**config.mk**
```make
export PLATFORM = sky130hd
export DESIGN_NAME = ricevitore_seriale_parallelo
export DESIGN_NICKNAME = d
export VERILOG_FILES = /design/src/rtl/ricevitore_seriale_parallelo.sv
export SDC_FILE = /design/constraint.sdc
export NUM_CORES = 1
export LEC_CHECK = 0
export CAP_MARGIN = 20
export CORE_AREA = 2 2 44 46
export DETAILED_ROUTE_END_ITERATION = 12
export DIE_AREA = 0 0 46 48
export PLACE_DENSITY_LB_ADDON = 0.12
export SYNTH_ARGS = -nofsm -noshare
export SYNTH_HDL_FRONTEND = slang
export SYNTH_SLANG_ARGS = --single-unit
```
**constraint.sdc**
```tcl
create_clock -name clock -period 1.25 [get_ports clock]
set_input_delay 0.3125 -clock clock [delete_from_list [all_inputs] [get_ports clock]]
set_output_delay 0.3125 -clock clock [all_outputs]
set_load 0.01 [all_outputs]
```
**src/rtl/ricevitore_seriale_parallelo.sv**
```systemverilog
// Serial-to-parallel receiver: MSB-first shift register with a bit counter, plus
// an output handshake FSM (IDLE/HOLD/RELEASE) with a sticky overrun flag.
module ricevitore_seriale_parallelo #(
  parameter int unsigned N = 4
) (
  input  logic                 clock,
  input  logic                 reset_,
  input  logic                 s,
  input  logic                 bv,
  input  logic                 sof,
  input  logic                 rfd,
  output logic [N-1:0]         z,
  output logic                 dav_,
  output logic                 ovr,
  output logic [$clog2(N):0]   cnt
);

  localparam int unsigned CW = $clog2(N) + 1;

  typedef enum logic [1:0] {
    IDLE    = 2'd0,
    HOLD    = 2'd1,
    RELEASE = 2'd2
  } state_t;

  state_t         state_q;
  state_t         state_d;
  logic [N-1:0]   sr_q;
  logic [N-1:0]   w_c;
  logic           complete_c;
  logic           load_c;
  logic           ovr_set_c;

  // A start-of-frame bit restarts the count at 1, so it can never complete a word.
  assign w_c        = {sr_q[N-2:0], s};
  assign complete_c = bv && !sof && (cnt == CW'(N - 1));

  // Receive side: never stalls, independent of the handshake state.
  always_ff @(posedge clock or negedge reset_) begin
    if (!reset_) begin
      sr_q <= '0;
      cnt  <= '0;
    end else if (bv) begin
      if (sof) begin
        sr_q <= {{(N - 1){1'b0}}, s};
        cnt  <= CW'(1);
      end else begin
        sr_q <= w_c;
        cnt  <= complete_c ? '0 : cnt + CW'(1);
      end
    end
  end

  // Output FSM state register and registered outputs.
  always_ff @(posedge clock or negedge reset_) begin
    if (!reset_) begin
      state_q <= IDLE;
      z       <= '0;
      dav_    <= 1'b1;
      ovr     <= 1'b0;
    end else begin
      state_q <= state_d;
      if (load_c) begin
        z <= w_c;
      end
      dav_ <= (state_d != HOLD);
      ovr  <= ovr | ovr_set_c;
    end
  end

  // Next-state logic: a completed word is accepted only when the consumer is free.
  always_comb begin
    state_d   = state_q;
    load_c    = 1'b0;
    ovr_set_c = 1'b0;
    unique case (state_q)
      IDLE: begin
        if (complete_c) begin
          load_c  = 1'b1;
          state_d = HOLD;
        end
      end
      HOLD: begin
        if (complete_c) begin
          ovr_set_c = 1'b1;
        end
        if (!rfd) begin
          state_d = RELEASE;
        end
      end
      RELEASE: begin
        if (rfd) begin
          if (complete_c) begin
            load_c  = 1'b1;
            state_d = HOLD;
          end else begin
            state_d = IDLE;
          end
        end else if (complete_c) begin
          ovr_set_c = 1'b1;
        end
      end
      default: begin
        state_d = IDLE;
      end
    endcase
  end

endmodule

```
Yosys cells after proc, flatten, opt, wreduce, memory -nomap -nowiden:

Cells that the tools add are included.

* add/sub/neg operators: 1
* equality and inequality tests: 4
* multiplexer cells: 13
* bitwise logic cells: 1
* reduce and logical (&&, ||, !) cells: 4

Operator list (count)
* 3-bit two-way mux: 3
* 2-bit two-way mux: 3
* 2-bit case mux with 3 select lines: 1
* 1-bit two-way mux: 4
* 1-bit case mux with 2 select lines: 2
* 3-bit by 1-bit adder with 3-bit output (second input constant): 1
* 3-bit by 2-bit == test with 1-bit output (second input constant): 1
* 2-bit by 1-bit == test with 1-bit output (second input constant): 1
* 2-bit == test (second input constant): 1
* 1-bit logical AND: 2
* 2-bit zero test: 1
* 2-bit by 1-bit inequality test with 1-bit output (second input constant): 1
* 1-bit zero test: 1
* 1-bit OR: 1

* flip-flop bits (word level): 14
* input bits: 6
* output and inout port bits: 9
* logic and storage cells: 29

Logic depth before layout (Yosys ltp):

Gate-level depths: netlist (run 1).

* depth after elaboration: 7
* mapped depth: 5
* depth with buffers taken out: 5

Worst setup path before layout (run 1):

No wires, ideal clock.

* path type: flip-flop to flip-flop
* start point: reg cnt[0]
* end point: reg z[0]
* setup time: 0.125 ns
* arrival time: 1.288 ns
* data required time: 1.125 ns
* slack: -0.163 ns
* stages on the path, launching flop included: 5
* path buffers: 0
* clock period less this slack: 1.413 ns
* cells stage by stage: dfrtp_1 ha_1 nand4bb_4 nor2_4 mux2_2

* longest elaborated chain between the ends: 5

Ends and longest elaborated chain
* start: declaration: line 15 `output logic [$clog2(N):0] cnt`
* start signal: assignment: line 49 `cnt <= complete_c ? '0 : cnt + CW'(1);`
* 3-bit by 2-bit == test with 1-bit output (*): line 36 `assign complete_c = bv && !sof && (cnt == CW'(N - 1));`
* 1-bit logical AND (*): line 36
* 1-bit two-way mux (*): line 78, 93
* 1-bit two-way mux: line 92 `if (rfd) begin`
* 1-bit case mux with 2 select lines (*): line 76 `unique case (state_q)`
* end signal: assignment: line 64 `z <= w_c;`
* end: declaration: line 12 `output logic [N-1:0] z,`

Every way passes the cells marked *; elsewhere a longest branch is shown, timed or not.
A chain may end at the register's enable or synchronous reset.

Worst setup path after layout (run 1):

* start point: reg state_q[0]
* end point: reg z[2]

* longest elaborated chain between the ends: 2
* elaborated cells between the ends (all ways): 3
* those cells by class: eq/ne: 1; mux: 1; reduce/logical: 1

Ends and longest elaborated chain
* start: declaration: line 26 `state_t state_q;`
* start signal: assignment: line 62 `state_q <= state_d;`
* 2-bit == test / 2-bit zero test (equally long branches): line 76
* 1-bit case mux with 2 select lines (*): line 76

Marked as above.

==> results of run 1 <==
cell usage in the layout (no fill, tap or decap), drive strengths merged:
cell / netlist / layout
or2: 1 / 1
mux2: 5 / 5
inv: 7 / 7
nand2b: 2 / 2
dfrtp: 13 / 13
o21bai: 1 / 1
a21oi: 5 / 5
nor2: 2 / 2
clkdlybuf4s15: 0 / 3
ha: 5 / 5
o21ai: 4 / 4
and2: 1 / 1
a211oi: 2 / 2
nor2b: 2 / 2
nand2: 3 / 3
dlygate4sd2: 0 / 2
o22ai: 1 / 1
clkbuf: 0 / 7
nor3: 2 / 2
clkdlybuf4s50: 0 / 3
buf: 1 / 17
dfstp: 1 / 1
o32ai: 1 / 1
nand4bb: 1 / 1
per-layer routing:
metal / track usage / wire length, um / vias to the layer above
met2: 0.233 / 600 / 12
met1: 0.184 / 639 / 245
met5: 0 / 0 / -
li1: - / - / 267
met4: 0.0686 / 12 / 0
met3: 0.0340 / 57 / 2
stage by stage:
step / total power [mW] / instances / area, um^2 / TNS [ns] / hold WS, ns
6_report: 1.75 / 108 / 1050 / -0.789 / 0.340
3_5_place_dp: 1.43 / 100 / 991 / -3.67 / 0.464
2_1_floorplan: 1.09 / 60 / 766 / -0.252 / 0.0169
3_3_place_gp: 1.41 / 100 / 991 / -3.51 / 0.464
4_1_cts: 1.77 / 108 / 1050 / -0.778 / 0.343
5_1_grt: 1.86 / 108 / 1050 / -1.31 / 0.355
critical path: stages (launching register included):
cell     delay, ns
dfrtp_1       0.42
inv_2         0.12
ha_4          0.16
a21oi_4       0.06
nor2_4        0.19
mux2_4        0.32
final cells by class:
type,instances,area share
Multi-Input combinational cell,38,0.364
Sequential cell,14,0.339
Timing Repair Buffer,28,0.216
Clock buffer,4,0.0346
Inverter,7,0.0251
Tap cell,17,0.0203
sequential cells by signal (all words and copies together), names as in the netlist:
register	cells
z	4
cnt	3
sr_q	3
state_q	2
dav_	1
ovr	1
worst paths after layout:
path / startpoint / end / slack [ns] / depth (start not counted)
worst max-delay path: state_q[0] / z[2] / -0.13 / 5
worst min-delay path: reset_ / sr_q[2] / 0.34 / 2
worst max register to register: state_q[0] / z[2] / -0.13 / 5
worst min register to register: ovr / ovr / 0.48 / 1
max in group asynchronous: reset_ / dav_ / 0.67 / 2
min in group clock: sof / cnt[1] / 0.48 / 3
kinds of logic after synthesis:
kind of cell / after synthesis / synth area share
compound gates: 14 / 0.126
fa+ha+maj: 5 / 0.0898
buf+inv: 8 / 0.0539
flops: 14 / 0.504
mux: 5 / 0.0808
simple gates: 14 / 0.145
power by group:
part	total, mW	switching (mW)	internal, mW
Clock	0.318	0.141	0.177
Combinational	0.768	0.320	0.447
Sequential	0.659	0.0791	0.580
Total	1.75	0.541	1.20
what timing repair did:
action,CTS,global route
pin swaps,4,0
resized for setup,29,5
buffers inserted,4,0
setup endpoints to repair,16,12
==> results_dict.tcl, run 1 <==
set metrics [dict create \
    seqCellArea_um2 355 \
    ys_seq_area_frac 0.504 \
    cp_max_fo 4 \
    grt_pass1_vias 571 \
    core_um2 1690 \
    die_h_um 48 \
    wl_per_cell_um 12.1 \
    finClkSkew_ns 0.000412 \
    root_buffer "clkbuf_4" \
    synth_ff_type "dfrtp_1" \
    syn_area_um2 697 \
    grt_max_degree 15 \
    utilization 0.620 \
    cts_tree "yes" \
    drtAntennaViolNets 0 \
    nFillCells 142 \
    synthTopCellsByArea "dfrtp_1, ha_1, mux2_2, nand4bb_4, dfstp_2" \
    multi_input_area_um2 382 \
    synth_top_area_frac 0.467 \
    yosys-top-cells-count "dfrtp_1, inv_1, a21oi_1, ha_1, mux2_2" \
    io_pins 15 \
    violations "setup timing" \
    clock_latency_ns 0.27 \
    wl_um 1310 \
    viasPerCell 4.87 \
    outcome "complete, but fails checks" \
    dpl.hpwl_um 1010 \
    yosys_warnings 0 \
    ir_drop_mv 1.04 \
    cp-start-kind "flop" \
    required_ns 1.41 \
    die-area_um2 2210 \
    gp_congestion 0.766 \
    drc 0 \
    min_period_over_period 1.10 \
    setup_ws_ns -0.129 \
    yosysUniqueCellTypes 22 \
    min_period_ns 1.38 \
    antenna_found_initial 0 \
    synth_seq_cells 14 \
    leakage_nw 0.472 \
    grt-ovfl-total 0 \
    synth.largest_area_cell "dfrtp_1" \
    start_util 0.413 \
    std_cell_rows 15 \
    clockBufferDepth 2 \
    setup-violations-final 8 \
    numClockSinks 14 \
    syn_nets 71 \
    grt_pass1_wl_um 2240 \
    fin_nets 103 \
    cts_buffers 3 \
    async_flop_share 1.00 \
    clk_pin_slew_ns 0.08 \
    endpoint_kind "flop" \
    timing.final.hold_violations 0 \
    maxCapViolations 0 \
    worstPathArrival_ns 1.54 \
    yosysMostFrequentCell "dfrtp_1" \
    die_w_um 46 \
    area_growth_pct 50.3 \
    rsz0062_at_grt "true" \
    vias 526 \
    holdBufCountCts 0 \
    htree_levels 1 \
    io_buffers 14 \
    max-slew-margin-rel 0.782 \
    grt_usage 0.145 \
    dp_slack_ns -0.399 \
    clock.fmax_ghz 0.725 \
    postSynthCellCount 60 \
    drive_gt1_frac 0.495 \
    drt_iter0_markers 3 \
    syn_avg_cell_area_um2 11.6 \
    diodes 0 \
    slew_viol_final 0 \
    hp-class "input port to asynchronous set/reset pin" \
    synth-edff-count 0 \
    crit_type "flop to flop" \
    tightestPinTransition_ns 0.325 \
    drt-pass1-iter-count 2 \
    power.density_nw_per_um2 1670 \
]
Note: power is estimated with default switching activity, not from simulation.
==> inputs of run 2 (changes only) <==
--- a/config.mk
+++ b/config.mk
@@ -5,11 +5,12 @@
 export SDC_FILE = /design/constraint.sdc
 export NUM_CORES = 1
 export LEC_CHECK = 0
-export CAP_MARGIN = 20
-export CORE_AREA = 2 2 44 46
+export CAP_MARGIN = 15
+export CORE_AREA = 8 8 50 52
 export DETAILED_ROUTE_END_ITERATION = 12
-export DIE_AREA = 0 0 46 48
+export DIE_AREA = 0 0 58 60
 export PLACE_DENSITY_LB_ADDON = 0.12
 export SYNTH_ARGS = -nofsm -noshare
 export SYNTH_HDL_FRONTEND = slang
 export SYNTH_SLANG_ARGS = --single-unit
+export TNS_END_PERCENT = 20
==> results_dict.tcl, run 2 (synthesized netlist as in run 1, its figures left out) <==
set metrics [dict create \
    outcome "complete, but fails checks" \
    violations "setup timing" \
    rsz0062_at_grt "true" \
    start_util 0.387 \
    htree_levels 1 \
    setup_ws_ns -0.135 \
    vias 508 \
    timing.final.hold_violations 0 \
    viasPerCell 4.79 \
    cp-startpoint "state_q[1]" \
    crit_path_end "state_q[0]" \
    final_cell_mix "dfrtp_1, buf_4, inv_1, clkdlybuf4s50_1, clkbuf_2" \
    power.density_nw_per_um2 1680 \
    placed_area_um2 977 \
    drtAntennaViolNets 0 \
    drc 0 \
    die_h_um 60 \
    fin_cells 106 \
    core_um2 1800 \
    whs_ns 0.338 \
    grt_pass1_wl_um 2390 \
    r2r_start "state_q[1]" \
    cts_tree "yes" \
    design_area_um2 1010 \
    crit_slowest_cell "dfrtp_2" \
    fin_nets 100 \
    leakage_nw 0.456 \
    crit_type "flop to flop" \
    reg2regPathDepth 5 \
    std_cell_rows 16 \
    multi_input_area_um2 382 \
    fin_tns_setup_ns -0.667 \
    cp.depth 5 \
    place_inst 99 \
    io_pins 15 \
    dp_slack_ns -0.383 \
    largest_reg_flops 4 \
    critPathTopFamily "flip-flops" \
    clk_pin_slew_ns 0.08 \
    finClkSkew_ns 0.00331 \
    wl_um 1380 \
    numClockSinks 14 \
    grt_usage 0.0918 \
    seqCellArea_um2 355 \
    drive_gt1_frac 0.523 \
    tightestPinTransition_ns 0.260 \
    required_ns 1.42 \
    cp_max_fo 3 \
    min_period_ns 1.38 \
    slew_viol_final 0 \
    maxCapViolations 0 \
    top_regs "z (4), cnt (3), sr_q (3)" \
    max-slew-margin-rel 0.826 \
    clockBufferDepth 2 \
    grt_max_degree 15 \
    gp_congestion 0.809 \
    io_buffers 14 \
    r2r-end "state_q[0]" \
    utilization 0.560 \
    drt-pass1-iter-count 2 \
    regMostFlops "z" \
    antenna_found_initial 0 \
    grt-ovfl-total 0 \
    clock.fmax_ghz 0.722 \
    max_stage_delay_ns 0.43 \
    worstPathArrival_ns 1.55 \
    die_w_um 58 \
    ir_drop_mv 0.984 \
    path_buf_inv 1 \
    cp-start-kind "flop" \
    crit_path_cell_trace "inv_2 -> ha_2 -> a21oi_1 -> a211oi_2 -> or2_2" \
    cts_buffers 3 \
    area_growth_pct 44.9 \
    grt_pass1_vias 529 \
    nFillCells 171 \
    clock_latency_ns 0.28 \
    setup-violations-final 6 \
    diodes 0 \
    root_buffer "clkbuf_4" \
    min_period_over_period 1.11 \
    hp-class "input port to asynchronous set/reset pin" \
    dpl.hpwl_um 1030 \
    power_mw 1.70 \
    holdBufCountCts 0 \
    endpoint_kind "flop" \
    wl_per_cell_um 13.0 \
    ff2ff_setup_slack_ns -0.13 \
    die-area_um2 3480 \
    drt_iter0_markers 3 \
]
run 2: metal layers:
metal / vias to the layer above / wire length (um) / share of wire / GRT usage
met4: 0 / 0 / 0 / 0.0315
met3: 0 / 75 / 0.054 / 0.0452
li1: 261 / - / - / -
met2: 12 / 615 / 0.45 / 0.131
met5: - / 0 / 0 / 0
met1: 235 / 690 / 0.50 / 0.117
run 2: worst min path at each step:
stage,start,to,cells after the start
2_1_floorplan,reset_,cnt[0],0
3_3_place_gp,ovr,ovr,1
3_5_place_dp,ovr,ovr,1
4_1_cts,reset_,sr_q[1],2
5_1_grt,reset_,state_q[1],2
6_report,reset_,ovr,2
run 2: area by class of cell:
class | count | share of cell area
Clock buffer | 4 | 0.0359
Inverter | 7 | 0.0260
Multi-Input combinational cell | 38 | 0.378
Sequential cell | 14 | 0.352
Tap cell | 18 | 0.0223
Timing Repair Buffer | 25 | 0.186
run 2: repair_timing:
item,in CTS,in global routing
endpoints found under the setup margin,16,14
pin swaps,3,1
setup buffers,2,1
gates resized for setup,28,8
run 2: power by group:
group	leakage, nW	internal, mW	total (mW)	switching, mW
clock	0.0210	0.177	0.323	0.145
combinational	0.261	0.396	0.705	0.310
sequential	0.174	0.581	0.668	0.0873
